### src/rtl/rv32i_mem_bridge.sv
// Arbitrates NUM_CH 32-bit requesters onto a 16-bit PSRAM controller as two halfword beats.
// Define MEM_BRIDGE_RR_EN for round-robin arbitration; otherwise lowest channel index wins.
module rv32i_mem_bridge #(
  parameter int NUM_CH = 2,
  parameter int ADDR_W = 23
) (
  input  logic                     clk,
  input  logic                     reset_n,
  input  logic [NUM_CH-1:0]        req_valid,
  output logic [NUM_CH-1:0]        req_ready,
  input  logic [NUM_CH-1:0]        req_we,
  input  logic [NUM_CH*ADDR_W-1:0] req_addr,
  input  logic [NUM_CH*32-1:0]     req_wdata,
  input  logic [NUM_CH*4-1:0]      req_be,
  output logic [NUM_CH-1:0]        rsp_valid,
  output logic [31:0]              rsp_rdata,
  output logic [21:0]              ctl_addr,
  output logic                     ctl_write_en,
  output logic                     ctl_read_en,
  output logic [15:0]              ctl_data_in,
  output logic                     ctl_write_high_byte,
  output logic                     ctl_write_low_byte,
  input  logic                     ctl_busy,
  input  logic                     ctl_read_avail,
  input  logic [15:0]              ctl_data_out
);

  localparam int CH_W = (NUM_CH > 1) ? $clog2(NUM_CH) : 1;

  typedef enum logic [2:0] {
    IDLE, ARB, ISSUE_LO, WAIT_LO, ISSUE_HI, WAIT_HI, RESP
  } state_t;

  state_t            r_state;
  state_t            w_next;
  logic [CH_W-1:0]   r_ch;
  logic              r_we;
  logic [ADDR_W-3:0] r_widx;
  logic [31:0]       r_wdata;
  logic [3:0]        r_be;
  logic [31:0]       r_rbuf;

  logic [CH_W-1:0]   w_gnt_ch;
  logic              w_gnt_vld;
  logic              w_sel_we;
  logic [ADDR_W-3:0] w_sel_widx;
  logic [31:0]       w_sel_wdata;
  logic [3:0]        w_sel_be;
  logic              w_unused_addr_lsb;
  logic              w_hi;
  logic [1:0]        w_beat_be;
  logic [15:0]       w_beat_dat;
  logic              w_skip;

`ifdef MEM_BRIDGE_RR_EN
  logic [CH_W-1:0] r_rr_ptr;

  // Lowest requesting channel at or above the pointer, else wrap to lowest overall.
  always_comb begin
    w_gnt_vld = 1'b0;
    w_gnt_ch  = '0;
    for (int c = NUM_CH-1; c >= 0; c--) begin
      if (req_valid[c]) begin
        w_gnt_vld = 1'b1;
        w_gnt_ch  = CH_W'(c);
      end
    end
    for (int c = NUM_CH-1; c >= 0; c--) begin
      if (req_valid[c] && (CH_W'(c) >= r_rr_ptr)) begin
        w_gnt_ch = CH_W'(c);
      end
    end
  end

  always_ff @(posedge clk or negedge reset_n) begin
    if (!reset_n) begin
      r_rr_ptr <= '0;
    end else if (r_state == ARB && w_gnt_vld) begin
      r_rr_ptr <= (w_gnt_ch == CH_W'(NUM_CH-1)) ? '0 : w_gnt_ch + CH_W'(1);
    end
  end
`else
  always_comb begin
    w_gnt_vld = 1'b0;
    w_gnt_ch  = '0;
    for (int c = NUM_CH-1; c >= 0; c--) begin
      if (req_valid[c]) begin
        w_gnt_vld = 1'b1;
        w_gnt_ch  = CH_W'(c);
      end
    end
  end
`endif

  // Byte offset addr[1:0] never reaches the controller; only the word index is kept.
  always_comb begin
    w_sel_we          = 1'b0;
    w_sel_widx        = '0;
    w_sel_wdata       = '0;
    w_sel_be          = '0;
    w_unused_addr_lsb = 1'b0;
    for (int c = 0; c < NUM_CH; c++) begin
      w_unused_addr_lsb = w_unused_addr_lsb ^ (^req_addr[c*ADDR_W +: 2]);
      if (w_gnt_ch == CH_W'(c)) begin
        w_sel_we    = req_we[c];
        w_sel_widx  = req_addr[c*ADDR_W+2 +: ADDR_W-2];
        w_sel_wdata = req_wdata[c*32 +: 32];
        w_sel_be    = req_be[c*4 +: 4];
      end
    end
  end

  assign w_hi       = (r_state == ISSUE_HI) || (r_state == WAIT_HI);
  assign w_beat_be  = w_hi ? r_be[3:2] : r_be[1:0];
  assign w_beat_dat = w_hi ? r_wdata[31:16] : r_wdata[15:0];
  assign w_skip     = r_we && (w_beat_be == 2'b00);
  assign ctl_addr   = 22'({r_widx, w_hi});

  always_comb begin
    w_next              = r_state;
    req_ready           = '0;
    rsp_valid           = '0;
    rsp_rdata           = '0;
    ctl_write_en        = 1'b0;
    ctl_read_en         = 1'b0;
    ctl_data_in         = '0;
    ctl_write_high_byte = 1'b0;
    ctl_write_low_byte  = 1'b0;
    case (r_state)
      IDLE: begin
        if (|req_valid) w_next = ARB;
      end
      ARB: begin
        if (w_gnt_vld) begin
          req_ready[w_gnt_ch] = 1'b1;
          w_next              = ISSUE_LO;
        end else begin
          w_next = IDLE;
        end
      end
      ISSUE_LO, ISSUE_HI: begin
        if (r_we && r_be == 4'b0000) begin
          w_next = RESP;
        end else if (w_skip) begin
          w_next = w_hi ? RESP : ISSUE_HI;
        end else if (!ctl_busy) begin
          if (r_we) begin
            ctl_write_en        = 1'b1;
            ctl_data_in         = w_beat_dat;
            ctl_write_high_byte = w_beat_be[1];
            ctl_write_low_byte  = w_beat_be[0];
          end else begin
            ctl_read_en = 1'b1;
          end
          w_next = w_hi ? WAIT_HI : WAIT_LO;
        end
      end
      WAIT_LO, WAIT_HI: begin
        if (r_we ? !ctl_busy : ctl_read_avail) begin
          w_next = w_hi ? RESP : ISSUE_HI;
        end
      end
      RESP: begin
        rsp_valid[r_ch] = 1'b1;
        rsp_rdata       = r_we ? 32'h0 : r_rbuf;
        w_next          = IDLE;
      end
      default: w_next = IDLE;
    endcase
  end

  always_ff @(posedge clk or negedge reset_n) begin
    if (!reset_n) begin
      r_state <= IDLE;
      r_ch    <= '0;
      r_we    <= 1'b0;
      r_widx  <= '0;
      r_wdata <= '0;
      r_be    <= '0;
      r_rbuf  <= '0;
    end else begin
      r_state <= w_next;
      if (r_state == ARB && w_gnt_vld) begin
        r_ch    <= w_gnt_ch;
        r_we    <= w_sel_we;
        r_widx  <= w_sel_widx;
        r_wdata <= w_sel_wdata;
        r_be    <= w_sel_be;
      end
      if (!r_we && ctl_read_avail) begin
        if (r_state == WAIT_LO) r_rbuf[15:0]  <= ctl_data_out;
        if (r_state == WAIT_HI) r_rbuf[31:16] <= ctl_data_out;
      end
    end
  end

endmodule

### config.mk
export PLATFORM = sky130hd
export DESIGN_NAME = rv32i_mem_bridge
export DESIGN_NICKNAME = d
export VERILOG_FILES = /design/src/rtl/rv32i_mem_bridge.sv
export SDC_FILE = /design/constraint.sdc
export NUM_CORES = 1
export LEC_CHECK = 0
export CORE_MARGIN = 4
export CORE_UTILIZATION = 38
export CTS_CLUSTER_DIAMETER = 120
export DETAILED_ROUTE_END_ITERATION = 8
export GPL_TIMING_DRIVEN = 0
export PLACE_DENSITY = 0.81
export REMOVE_ABC_BUFFERS = 1
export SYNTH_ARGS = -nofsm -noshare
export SYNTH_HDL_FRONTEND = slang
export SYNTH_SLANG_ARGS = --single-unit
### constraint.sdc
create_clock -name clk -period 2.5 [get_ports clk]
set_clock_uncertainty 0.2 [all_clocks]
set_input_delay 0.5 -clock clk [delete_from_list [all_inputs] [get_ports clk]]
set_output_delay 0.5 -clock clk [all_outputs]
set_load 0.05 [all_outputs]
; ---- Word level (Yosys, flattened, before mapping)
; Cells that the tools add are included.
[totals]
in_bits = 142
out_inout_bits = 78
regBits = 94
word_cells = 92
[op_classes]
order_cmp = 4
n_mux = 53
n_eq_ne = 9
reduce_logical = 18
[op_table]
columns = operator, n
row1 = two-way mux 16 bit, 6
row2 = two-way mux 32 bit, 3
row3 = two-way mux 1 bit, 27
row4 = two-way mux 21 bit, 1
row5 = two-way mux 3 bit, 6
row6 = two-way mux 2 bit, 6
row7 = case mux 3 bit (4 select lines), 1
row8 = "equality test 3 bit, second input constant", 3
row9 = "equality test 3 x 2 -> 1 bit, second input constant", 2
row10 = logical AND 1 bit, 6
row11 = OR reduction 2 bit, 3
row12 = zero test 4 bit, 1
row13 = "< comparator 1 x 2 -> 1 bit, second input constant", 2
row14 = two-way mux 4 bit, 1
row15 = "!= test 2 bit, second input constant", 2
row16 = "!= test 4 bit, second input constant", 1
row17 = AND reduction 2 bit, 2
row18 = "equality test 3 x 1 -> 1 bit, second input constant", 1
row19 = zero test 3 bit, 1
row20 = AND reduction 3 bit, 1
row21 = demux 1 bit (select 1 bit), 2
row22 = "greater-or-equal comparator 1 bit, second input constant", 2
row23 = zero test 1 bit, 2
row24 = zero test 2 bit, 1
row25 = logical OR 1 bit, 1

; ---- Longest topological paths before layout
; Gate-level depths: netlist (run 1).
[depth]
ltp_word = 8
ltp_mapped = 9
depth_no_buf = 7

; ---- Least setup slack after synthesis (run 1)
; No wires, ideal clock.
[synth_path]
path_kind = register to output
from = register r_state[1]
to = output ctl_data_in[10]
t_required_ns = 1.800
n_path_buf = 4
stages_incl_launch_ff = 9
arrival_ns = 2.417
slack_ns = -0.617
path_cell_list = dfrtp_1 > buf_6 > nand2b_4 > buf_6 > mux2_4 > or2_2 > buf_2 > buf_2 > a21oi_1
[synth_via]
elab_chain_cells = 8
word_cells_on_any_way = 14
cone_classes = eq/ne: 3 / mux: 7 / reduce/logical: 4
[synth_lines]
columns = element, line
row1 = from (decl), 34  ; state_t r_state;
row2 = from (signal assigned), 182  ; r_state <= w_next;
row3 = "equality test 3 bit, on equally long branches", "113, 129"
row4 = logical OR 1 bit, 113  ; assign w_hi = (r_state == ISSUE_HI) || (r_state == WAIT_HI);
row5 = two-way mux 16 bit or two-way mux 2 bit (tied branches), "115, 114"
row6 = two-way mux 16 bit or zero test 2 bit (tied branches), "147, 116"
row7 = two-way mux 16 bit or logical AND 1 bit (tied branches), "146, 116"
row8 = two-way mux 16 bit, 144  ; end else if (w_skip) begin
row9 = two-way mux 16 bit, 142  ; if (r_we && r_be == 4'b0000) begin
row10 = two-way mux 16 bit *, 129  ; case (r_state)
row11 = to (decl), 20  ; output logic [15:0] ctl_data_in,
; Mark *: on every way between the ends. The rest lies on a longest branch, timed or not.

; ---- Final worst setup path (run 1)
[layout_path]
from = register r_state[1]
to = output ctl_data_in[12]
; The elaborated chain is that of the path after synthesis.

==> qor.csv, run 1 <==
metric,value,unit
DR pass1 iterations,5,
unrepaired setup endpoints after global routing,yes,
crit share post-route,1.08,
Yosys reg bits,94,
Startpoint Class,flop,
antenna-violating nets left,0,
Post-route DRC,0,
CTS tree,done,
CP Max Fanout,8,
Via Count,4267,
final hold violations,0,
WP data arrival,1.99,ns
GR Util All Layers,0.196,
Yosys cell types,35,
largest net degree at the start of global routing,62,
DRT iter0 DRCs,158,
Min-Delay Startpoint,r_wdata[28],
"CTS clk-pin slew, worst paths",0.06,ns
port bufs,215,
Main synth FF type,dfrtp_1,
post-synth top area cell,dfrtp_1,
Initial Utilization,0.391,
Final min period,2.69,ns
Cell Pwr Density,968,nW/um2
setup slack after layout,-0.193,ns
synthesized instance count,473,
CP Capture Type,primary output,
RD Place Congestion,0.853,
Setup TNS Final,-4.35,ns
ANT cells,0,
initial antenna violation count,0,
Tightest Pin Transition,0.870,ns
"Core Util, Final",0.653,
register area,2360,um2
Critical Path RT,1.80,ns
sequential element share of the synthesized area,0.497,
Final nets,838,
die height,120,um
Slew headroom,0.420,
first-pass GRT wire length,22.4,mm
Leak,0.00338,uW
"top cells by area, synth","dfrtp_1 (50%), mux2i_1 (12%), mux2_2 (7.6%), nand2_1 (7.6%), o21ai_0 (6.3%)",
worst reg-to-reg path cell count,6,
YS warnings,0,
Crit Path Class,flop to primary output,
TritonCTS Buffers,9,
Post-Syn Area,4730,um2
Core Region,12100,um2
chip width,120,um
Post-synth EDFFs,0,
Root Buffer,clkbuf_16,
num rows,40,
CP Launch Point,r_state[1],
synthesis-to-layout area growth,67.0,%
I/O pins,220,
top cell type's share of synthesized area,0.497,
H-tree levels,3,
placed instance area,7060,um2
"FFs w/ async S/R, synth",1.00,
maximum clock path buffer count,2,
r2r startpoint,r_state[1],
layout cell share with drive strength beyond 1,0.279,
vias in the first global route,4444,
top-count cell post-synth,nand2_1,
worst vdd ir,616,uV
run status,finished with violations,
die area,14300,um2
DR WL/cell,17.0,um
worst min path class,flop to flop,
final setup fails,51,
CP Capture Point,ctl_data_in[12],
Max Transition Viols Final,0,
cell area after layout,7910,um2
most frequent cells after synthesis,"nand2_1 (96), dfrtp_1 (94), o21ai_0 (60), mux2i_1 (58), and2_1 (34)",
multi-input logic area,2460,um2
max cap viols,0,
# fillers,965,
mean post-synth cell area,10.0,um2
R2R Setup Slk,0.20,ns
fmax,371,MHz
Clock Sinks,94,
Final HPWL DP,9.99,mm
failing checks,setup timing,
Reg2Reg Capture Point,r_state[1],
Via density,4.92,
gr ovfl total,0,
"Clk Latency, worst-skew pair",0.33,ns
Total Wirelength,14.8,mm
-- metrics by stage --
step | total power, uW | hold WS [ns] | instances | worst slack [ns]
final | 7660 | 0.279 | 867 | -0.193
after floorplan | 4720 | 0.00441 | 437 | -3.16
after detailed placement | 5910 | 0.270 | 825 | -1.18
after global placement | 5720 | 0.261 | 820 | -5.08
after CTS | 7440 | 0.284 | 857 | -0.280
after global routing | 8110 | 0.299 | 867 | -0.262
-- timing repair --
item | CTS | global route
endpoints found under the hold margin | 33 | 0
hold buffers | 1 | 0
cloned | 5 | 2
gates resized for setup | 393 | 90
endpoints found under the setup margin | 89 | 55
buffers inserted | 11 | 8
pin swaps | 4 | 8
-- how the worst min path moves through the flow --
| stage | cells after the start | endpoint |
|---|---|---|
| detailed placement | 2 | r_wdata[28] |
| floorplan | 0 | r_be[0] |
| global route | 2 | r_wdata[10] |
| global placement | 2 | r_wdata[4] |
| CTS | 2 | r_wdata[28] |
| finish | 2 | r_wdata[28] |
-- final cells by class --
| type | instances | share of cell area |
|---|---|---|
| clock buffers | 14 | 0.0334 |
| clock inverters | 1 | 0.000633 |
| inverters | 4 | 0.00237 |
| multi-input cells | 344 | 0.312 |
| flip-flops and latches | 94 | 0.298 |
| well taps | 168 | 0.0266 |
| repair buffers | 240 | 0.325 |
| repair inverters | 2 | 0.00158 |
-- state kept, by name (all words and copies together) (netlist names) --
| register | flops |
|---|---|
| r_be | 4 |
| r_ch | 1 |
| r_rbuf | 32 |
| r_state | 3 |
| r_wdata | 32 |
| r_we | 1 |
| r_widx | 21 |
-- critical path, stage by stage, from the launching register on --
cell,delay (ns)
dfrtp_2,0.47
nand2b_4,0.19
mux2_4,0.34
or2_4,0.33
a21oi_2,0.16
buf_6,0.18
-- cells in the final DEF (no fill, tap or decap), drive strengths merged --
master,instances
a2111oi,1
a21o,1
a21oi,22
a22oi,1
a2bb2oi,1
a31oi,1
and2,34
buf,79
clkbuf,16
clkdlybuf4s15,1
clkdlybuf4s50,157
clkinv,1
clkinvlp,3
dfrtp,94
dlygate4sd3,1
ha,1
inv,3
mux2,34
mux2i,58
nand2,96
nand2b,6
nand3,2
nand3b,3
nand4,1
nor2,11
nor2b,1
nor3,1
nor3b,1
nor4,1
o211a,1
o21ai,61
or2,3
or4,1
xnor2,1
-- where the power goes --
| group | switching [uW] | internal, uW | leakage (uW) |
|---|---|---|---|
| registers | 463 | 2250 | 0.00117 |
| clock network | 529 | 723 | 0.000133 |
| logic | 2130 | 1560 | 0.00208 |
| total | 3120 | 4540 | 0.00338 |
-- logic make-up (layout without fill, tap and decap cells) --
kind of cell,after synthesis,after routing,synth area share
compound gates,89,89,0.102
mux,92,92,0.205
buf+inv,40,261,0.0375
simple gates,156,161,0.154
fa+ha+maj,1,1,0.00264
xor+xnor,1,1,0.00185
flops,94,94,0.497
-- metal layers --
layer,GRT usage,vias to the layer above,share of wire
met3,0.0598,11,0.075
met5,0,-,0
li1,-,2058,-
met1,0.230,2029,0.40
met4,0.0444,0,0.0068
met2,0.351,169,0.52
(Power assumes the default switching activity.)
==> inputs of run 2 (changes only) <==
--- a/config.mk
+++ b/config.mk
@@ -5,12 +5,14 @@
 export SDC_FILE = /design/constraint.sdc
 export NUM_CORES = 1
 export LEC_CHECK = 0
+export CELL_PAD_IN_SITES_DETAIL_PLACEMENT = 1
+export CELL_PAD_IN_SITES_GLOBAL_PLACEMENT = 1
 export CORE_MARGIN = 4
-export CORE_UTILIZATION = 38
+export CORE_UTILIZATION = 27
 export CTS_CLUSTER_DIAMETER = 120
 export DETAILED_ROUTE_END_ITERATION = 8
 export GPL_TIMING_DRIVEN = 0
-export PLACE_DENSITY = 0.81
+export PLACE_DENSITY = 0.79
 export REMOVE_ABC_BUFFERS = 1
 export SYNTH_ARGS = -nofsm -noshare
 export SYNTH_HDL_FRONTEND = slang
==> qor.csv, run 2 (same netlist as run 1, synthesis figures left out) <==
metric,value,unit
Final min period,2.71,ns
Non-Filler Instances,931,
setup slack after layout,-0.211,ns
run status,finished with violations,
Final nets,844,
maximum clock path buffer count,2,
unrepaired setup endpoints after global routing,yes,
Cell Pwr Density,978,nW/um2
DR pass1 iterations,6,
TritonCTS Buffers,9,
GR Util All Layers,0.166,
Int Pwr,4550,uW
gr ovfl total,0,
I/O pins,220,
"commonest non-fill, non-tap cells in the layout","clkdlybuf4s50_1 (157), nand2_1 (95), dfrtp_1 (90)",
Max Transition Viols Final,0,
CP Max Fanout,8,
DR WL/cell,18.1,um
Post-route DRC,0,
synthesis-to-layout area growth,68.6,%
worst min path class,flop to flop,
chip width,140,um
Core Region,17200,um2
Leak,0.00338,uW
Tightest Pin Transition,0.853,ns
Clk pwr share,0.169,
Via Count,4363,
initial antenna violation count,0,
Clock Sinks,94,
port bufs,215,
Hold WS,0.283,ns
num rows,48,
CP Capture Type,primary output,
Cells after DPL,884,
Via density,4.69,
Crit Path Class,flop to primary output,
antenna-violating nets left,0,
Comb power frac,0.487,
Root Buffer,clkbuf_16,
Final HPWL DP,11.6,mm
P_sw,3260,uW
Critical Path RT,1.80,ns
CTS tree,done,
Initial Utilization,0.275,
die height,140,um
Slew headroom,0.431,
max cap viols,0,
Total Wirelength,16.8,mm
sequential fraction of design power,0.345,
Total Power,7810,uW
final hold violations,0,
layout cell share with drive strength beyond 1,0.259,
"commonest non-fill, non-tap cell in the layout",clkdlybuf4s50_1,
ANT cells,0,
largest net degree at the start of global routing,55,
switching share of total power,0.417,
final setup fails,66,
worst vdd ir,449,uV
H-tree levels,3,
"Clk Latency, worst-skew pair",0.34,ns
WP data arrival,2.01,ns
RD Place Congestion,0.727,
vias in the first global route,4790,
failing checks,setup timing,
first-pass GRT wire length,26.0,mm
die area,19700,um2
"CTS clk-pin slew, worst paths",0.07,ns
crit share post-route,1.08,
DRT iter0 DRCs,108,
fmax,369,MHz
Largest regs,"r_rbuf (32), r_wdata (32), r_widx (21)",
Startpoint Class,flop,
==> run 2: cell types whose count changed in the layout (fill, tap and decap cells not counted), moves of 2 or more <==
cell / change
and2_1: +23
and2_4: -23
buf_6: +21
buf_8: -21
a21oi_4: +6
buf_4: +6
a21oi_2: -5
clkbuf_1: -3
clkinvlp_4: +2
==> run 2: final timing paths <==
kind,from,endpoint,slack (ns),cells past startpoint
setup / recovery,r_state[1],ctl_data_in[14],-0.21,5
min in group asynchronous,reset_n,r_wdata[17],0.50,2
setup reg to reg,r_state[1],r_rbuf[31],-0.12,5
hold reg to reg,r_widx[0],r_widx[0],0.28,2
hold / removal,r_widx[0],r_widx[0],0.28,2
max in group asynchronous,reset_n,r_state[1],0.91,3
==> run 2: layout make-up <==
class	instances	area (um2)
clock buffer	11	253
timing repair buffer	247	2560
multi-input combinational	344	2460
inverter	4	18.8
timing repair inverter	1	7.51
sequential	94	2360
clock inverter	5	33.8
fill	1864	9260
tap	225	282
==> run 2: what timing repair did <==
action                                  4_1_cts  5_1_grt
hold endpoints to repair                     40        0
cloned                                        5        1
buffers inserted                             21        3
hold buffers                                  1        0
pin swaps                                     4        6
resized for setup                           416       25
endpoints found under the setup margin       74       71
==> run 2: metal layers <==
layer,vias to the layer above,share of wire,track usage
li1,2055,-,-
met1,2131,0.39,0.188
met2,156,0.52,0.299
met3,21,0.071,0.0498
met4,0,0.019,0.0530
met5,-,0,0
==> run 2: worst max-delay path: stages (launching register included) <==
cell and delay, ns:
dfrtp_2 0.47, nand2b_4 0.20, mux2_4 0.34, or2_4 0.32, a21oi_2 0.15, buf_6 0.18
==> run 2: power groups by stage <==
| stage | Combinational [uW] | Sequential, uW | Clock (uW) |
|---|---|---|---|
| 2_1_floorplan | 1580 | 3140 | 0 |
| 3_3_place_gp | 3100 | 2650 | 0 |
| 3_5_place_dp | 3270 | 2720 | 0 |
| 4_1_cts | 3730 | 2690 | 1370 |
| 5_1_grt | 4120 | 2790 | 1420 |
| 6_report | 3800 | 2690 | 1320 |
==> run 2: per-stage QoR <==
step	utilization	cell area, um2	TNS [ns]	worst slack [ns]
6_report	0.463	7980	-6.03	-0.211
3_3_place_gp	0.406	7000	-592.52	-5.07
2_1_floorplan	-	4570	-175.73	-3.16
5_1_grt	0.463	7980	-12.56	-0.293
3_5_place_dp	0.415	7150	-72.00	-1.27
4_1_cts	0.455	7850	-6.67	-0.252
==> patch 1 (settings of run 2) <==
Build with the macro `MEM_BRIDGE_RR_EN` defined.
--- a/src/rtl/rv32i_mem_bridge.sv
+++ b/src/rtl/rv32i_mem_bridge.sv
@@ -2,2 +2,4 @@
 // Define MEM_BRIDGE_RR_EN for round-robin arbitration; otherwise lowest channel index wins.
+`define MEM_BRIDGE_RR_EN
+
 module rv32i_mem_bridge #(
Function: changed (a bounded check fails within 10 cycles, from zero or initial values and one cycle with reset_n low).
==> patch 1 against run 2 <==
The flow finishes with violations (hold timing); routed wire length is 9.6% higher; die area barely moved; setup slack improved by 0.24 ns; via count increased by 2.8%; sequential power rose by 3%; highest routed layer unchanged; area after synthesis up 0.11%; critical path depth is 1 higher; utilization is 0.65 points lower; final area is 1.4% lower; sequential cell count increased by 1; hold slack got worse by 0.30 ns; total power grew 8.0%; largest cell class unchanged; maximum frequency grew 9.9%.
==> patch 1: results (changes against run 2) <==
| Metric | Value |
|---|---|
| Outcome | `finished with violations (unchanged)` |
| Failing checks | `hold timing (was setup timing)` |
| Crit path from | `r_be[3] (was r_state[1])` |
| Post-Layout Cell Count | `912 (was 931)` |
| Actual slew at the worst max-slew pin | `0.949 ns (was 0.853 ns)` |
| Critical path data arrival time | `1.77 ns (was 2.01 ns)` |
| GRT Overall Usage | `18.1% (was 16.6%)` |
| Pwr dens | `1070 nW/um2 (was 978 nW/um2)` |
| Hold Worst Slack | `-0.0171 ns (was 0.283 ns)` |
| Hold Crit Class | `in -> async (was reg -> reg)` |
| Worst stage delay on the critical path | `0.44 ns (was 0.47 ns)` |
| Gate power share | `49.3% (was 48.7%)` |
| Yosys cell types | `47 (was 35)` |
| Wirelength, routed | `18.4 mm (was 16.8 mm)` |
| HPWL Detailed | `12.0 mm (was 11.6 mm)` |
| Post-synth top cells | `dfrtp_1, nand2_1, and2_1 (was nand2_1, dfrtp_1, o21ai_0, mux2i_1, and2_1)` |
| Met1 wire length | `7.32 mm (was 6.61 mm)` |
| R2r endpoint | `r_state[1] (was r_rbuf[31])` |
| DP Cell Count | `861 (was 884)` |
| Largest net degree at the start of global routing | `92 (was 55)` |
| Post-synthesis sequential area ratio | `50.2% (was 49.7%)` |
| DRT iter0 DRCs | `240 (was 108)` |
| Vias per cell | `4.92 (was 4.69)` |
| # nets final | `825 (was 844)` |
| Met3 wire length | `1.44 mm (was 1.20 mm)` |
| Sequential share of power | `32.9% (was 34.5%)` |
| Post-Place Cell Area | `7020 um2 (was 7150 um2)` |
| Sw Pwr | `3.54 mW (was 3.26 mW)` |
| Synth top area cells | `dfrtp_1, mux2i_1, mux2_2, a222oi_1, nand2_1 (was dfrtp_1, mux2i_1, mux2_2, nand2_1, o21ai_0)` |
| Max Fanout on Critical Path | `4 (was 8)` |
| Hold Vio Cnt, Final | `7 (was 0)` |
| First-pass GRT wire length | `27.9 mm (was 26.0 mm)` |
| Leakage Power | `3.62 nW (was 3.38 nW)` |
| GP Congestion | `0.755 (was 0.727)` |
| Met2 WL | `9.41 mm (was 8.70 mm)` |
| Vias in the first global route | `4,996 (was 4,790)` |
| Share of cells above drive strength 1 | `26.9% (was 25.9%)` |
| Post-place setup slack | `-1.82 ns (was -1.27 ns)` |
| Maximum VDD drop | `0.497 mV (was 0.449 mV)` |
## patch 1: cell count changes in the layout (fill, tap and decap cells not counted), sizes merged, moves of 6 or more
cell / change
clkbuf: +7
nand2: -25
o21ai: -28
mux2i: -26
nor2: +6
inv: +29
a222oi: +26
buf: -6
## patch 1: timing repair
action,in CTS,in global routing
hold buffers,0,0
gates resized for setup,340,83
endpoints found under the setup margin,102,56
setup buffers,25,1
pin swaps,7,5
cloned,7,2
endpoints found under the hold margin,0,0
## patch 1: kinds of logic (layout without fill, tap and decap cells)
family / Yosys count / after routing / synth area share [%]
AND/OR/NAND/NOR: 129 / 134 / 13.9
AO/OA/AOI/OAI: 95 / 96 / 14.2
flip-flops: 95 / 95 / 50.2
buffers and inverters: 66 / 296 / 6.92
multiplexers: 64 / 64 / 14.4
adder cells (fa/ha/maj): 1 / 1 / 0.264
XOR/XNOR: 1 / 1 / 0.185
## patch 1: worst register-to-register path: cells and delay by family, from the launching register on
family	cells	cell delay (ns)
AOI/OAI and AO/OA	3	0.65
buffers and inverters	1	0.17
DFF	1	0.43
and+or+nand+nor	3	0.49
adders and majority gates	1	0.32
## patch 1: layer usage
metal | vias up | GRT usage, %
met5 | - | 0
met2 | 194 | 31.7
met1 | 2226 | 21.5
li1 | 2045 | -
met4 | 0 | 5.41
met3 | 18 | 5.05
## patch 1: layout make-up
class | instances | area (um2)
flip-flops and latches | 95 | 2380
clock buffers | 11 | 243
repair buffers | 246 | 2440
clock inverters | 5 | 81.3
inverters | 33 | 128
multi-input cells | 296 | 2300
fillers | 1869 | 9370
repair inverters | 1 | 7.51
well taps | 225 | 282
==> patch 2 (flow settings as in run 2) <==
Made on the original files. Encoding of `state_t`: now one-hot (7 bits for 7 states).
--- a/src/rtl/rv32i_mem_bridge.sv
+++ b/src/rtl/rv32i_mem_bridge.sv
@@ -29,4 +29,4 @@
 
-  typedef enum logic [2:0] {
-    IDLE, ARB, ISSUE_LO, WAIT_LO, ISSUE_HI, WAIT_HI, RESP
+  typedef enum logic [6:0] {
+    IDLE = 7'b0000001, ARB = 7'b0000010, ISSUE_LO = 7'b0000100, WAIT_LO = 7'b0001000, ISSUE_HI = 7'b0010000, WAIT_HI = 7'b0100000, RESP = 7'b1000000
   } state_t;
Function: same outputs for any inputs over 10 cycles, from zero or initial values and one cycle with reset_n low; not proved beyond that.
==> patch 2 against run 2 <==
Clock power grew 23%; maximum frequency shrank 16%; the run still ends with setup timing left; sequential cell count grew 4; critical endpoint is now ctl_data_in[2]; routed wire length grew 12%; non-clock buffer count grew 17; final area grew 9.4%; final cell count grew 4.6%; utilization grew 2.0 points; total power shrank 13%; setup slack lost 0.50 ns; area after synthesis grew 5.4%; sequential power shrank 5%.
==> patch 2: results (changes against run 2) <==
| Metric | Value |
|---|---|
| Outcome | `finished with violations (unchanged)` |
| Failing checks | `setup timing (unchanged)` |
| Post-place setup slack | `-2.80 ns (was -1.27 ns)` |
| Post-synthesis sequential area ratio | `49.2% (was 49.7%)` |
| R2r endpoint | `r_state[4] (was r_rbuf[31])` |
| Sequential cell count | `98 (was 94)` |
| Final non-clock buffer share | `33.2% (was 32.1%)` |
| Post-Synthesis Cells | `494 (was 473)` |
| DP Cell Count | `909 (was 884)` |
| Leakage Power | `3.82 nW (was 3.38 nW)` |
| ClkCell Share | `3.95% (was 3.59%)` |
| Area delta synth->final | `75.1% (was 68.6%)` |
| Setup TNS Final | `-25.27 ns (was -6.03 ns)` |
| Crit path capture | `ctl_data_in[2] (was ctl_data_in[14])` |
| Routed wire per std cell | `19.3 um (was 18.1 um)` |
| Seq/total area | `28.2% (was 29.6%)` |
| Synth Area in Compound Gates | `10.2% (about the same)` |
| HPWL Detailed | `12.0 mm (was 11.6 mm)` |
| First drt pass iteration count | `4 (was 6)` |
| Final WS setup | `-0.711 ns (was -0.211 ns)` |
| Synth top area cells | `dfrtp_1, mux2i_1, mux2_2, nand2_1, o21ai_0 (unchanged)` |
| Multi-In Gates | `361 (was 344)` |
| GP Congestion | `0.828 (was 0.727)` |
| Clk_buf instances | `12 (was 11)` |
| Worst rel slew slack | `50.8% (was 43.1%)` |
| Fillers | `1,934 (was 1,864)` |
| Core Area | `18,100 um2 (was 17,200 um2)` |
| Vias in the first global route | `5,271 (was 4,790)` |
| Hold Worst Slack | `0.279 ns (was 0.283 ns)` |
| Vias | `4,621 (was 4,363)` |
| Crit path from | `r_state[6] (was r_state[1])` |
| Maximum VDD drop | `0.394 mV (was 0.449 mV)` |
| Hold EP | `r_wdata[22] (was r_widx[0])` |
| Internal Power | `4.24 mW (was 4.55 mW)` |
| Share of cells above drive strength 1 | `32.3% (was 25.9%)` |
| Critical path data arrival time | `2.51 ns (was 2.01 ns)` |
| R2r worst-path depth | `9 (was 5)` |
| GRT Overall Usage | `17.8% (was 16.6%)` |
| Postcts setup bufs | `33 (was 21)` |
| Reg2Reg Setup Slack | `-0.04 ns (was -0.12 ns)` |
| Non-clock inverters | `6 (was 5)` |
| Post-synthesis adder-cell area fraction | `0% (was 0.264%)` |
| DRT iter0 DRCs | `178 (was 108)` |
| Largest net degree at the start of global routing | `63 (was 55)` |
| Multiplexer share of the synthesized area | `19.5% (was 20.5%)` |
| Final count of negative-setup-slack endpoints | `57 (was 66)` |
| Post-cts resize count | `493 (was 416)` |
| Area occupied by multi-input gates | `2710 um2 (was 2460 um2)` |
| CP max-delay cell | `or4_4 (was dfrtp_2)` |
| # nets final | `882 (was 844)` |
| HP Start | `r_wdata[22] (was r_widx[0])` |
| Post-Layout Cell Count | `974 (was 931)` |
[patch 2: cell count changes after synthesis, moves of 3 or more]
cell / before / now
a21oi_1: 22 / 12
a21oi_2: 0 / 9
nor3_1: 0 / 7
clkbuf_1: 25 / 20
dfrtp_1: 94 / 97
nand2b_1: 4 / 1
xor2_1: 0 / 3
[patch 2: power by group through the flow]
| stage | logic (mW) | clock network [mW] | registers, mW |
|---|---|---|---|
| 2_1_floorplan | 0.915 | 0 | 2.97 |
| 3_3_place_gp | 2.21 | 0 | 2.49 |
| 3_5_place_dp | 2.30 | 0 | 2.53 |
| 4_1_cts | 2.59 | 1.66 | 2.54 |
| 5_1_grt | 2.87 | 1.74 | 2.63 |
| 6_report | 2.63 | 1.62 | 2.56 |
[patch 2: routing by layer]
metal	share of wire [%]	track usage, %
met1	38	19.7
met2	54	33.5
met3	6.1	4.59
met4	1.4	4.91
met5	0	0
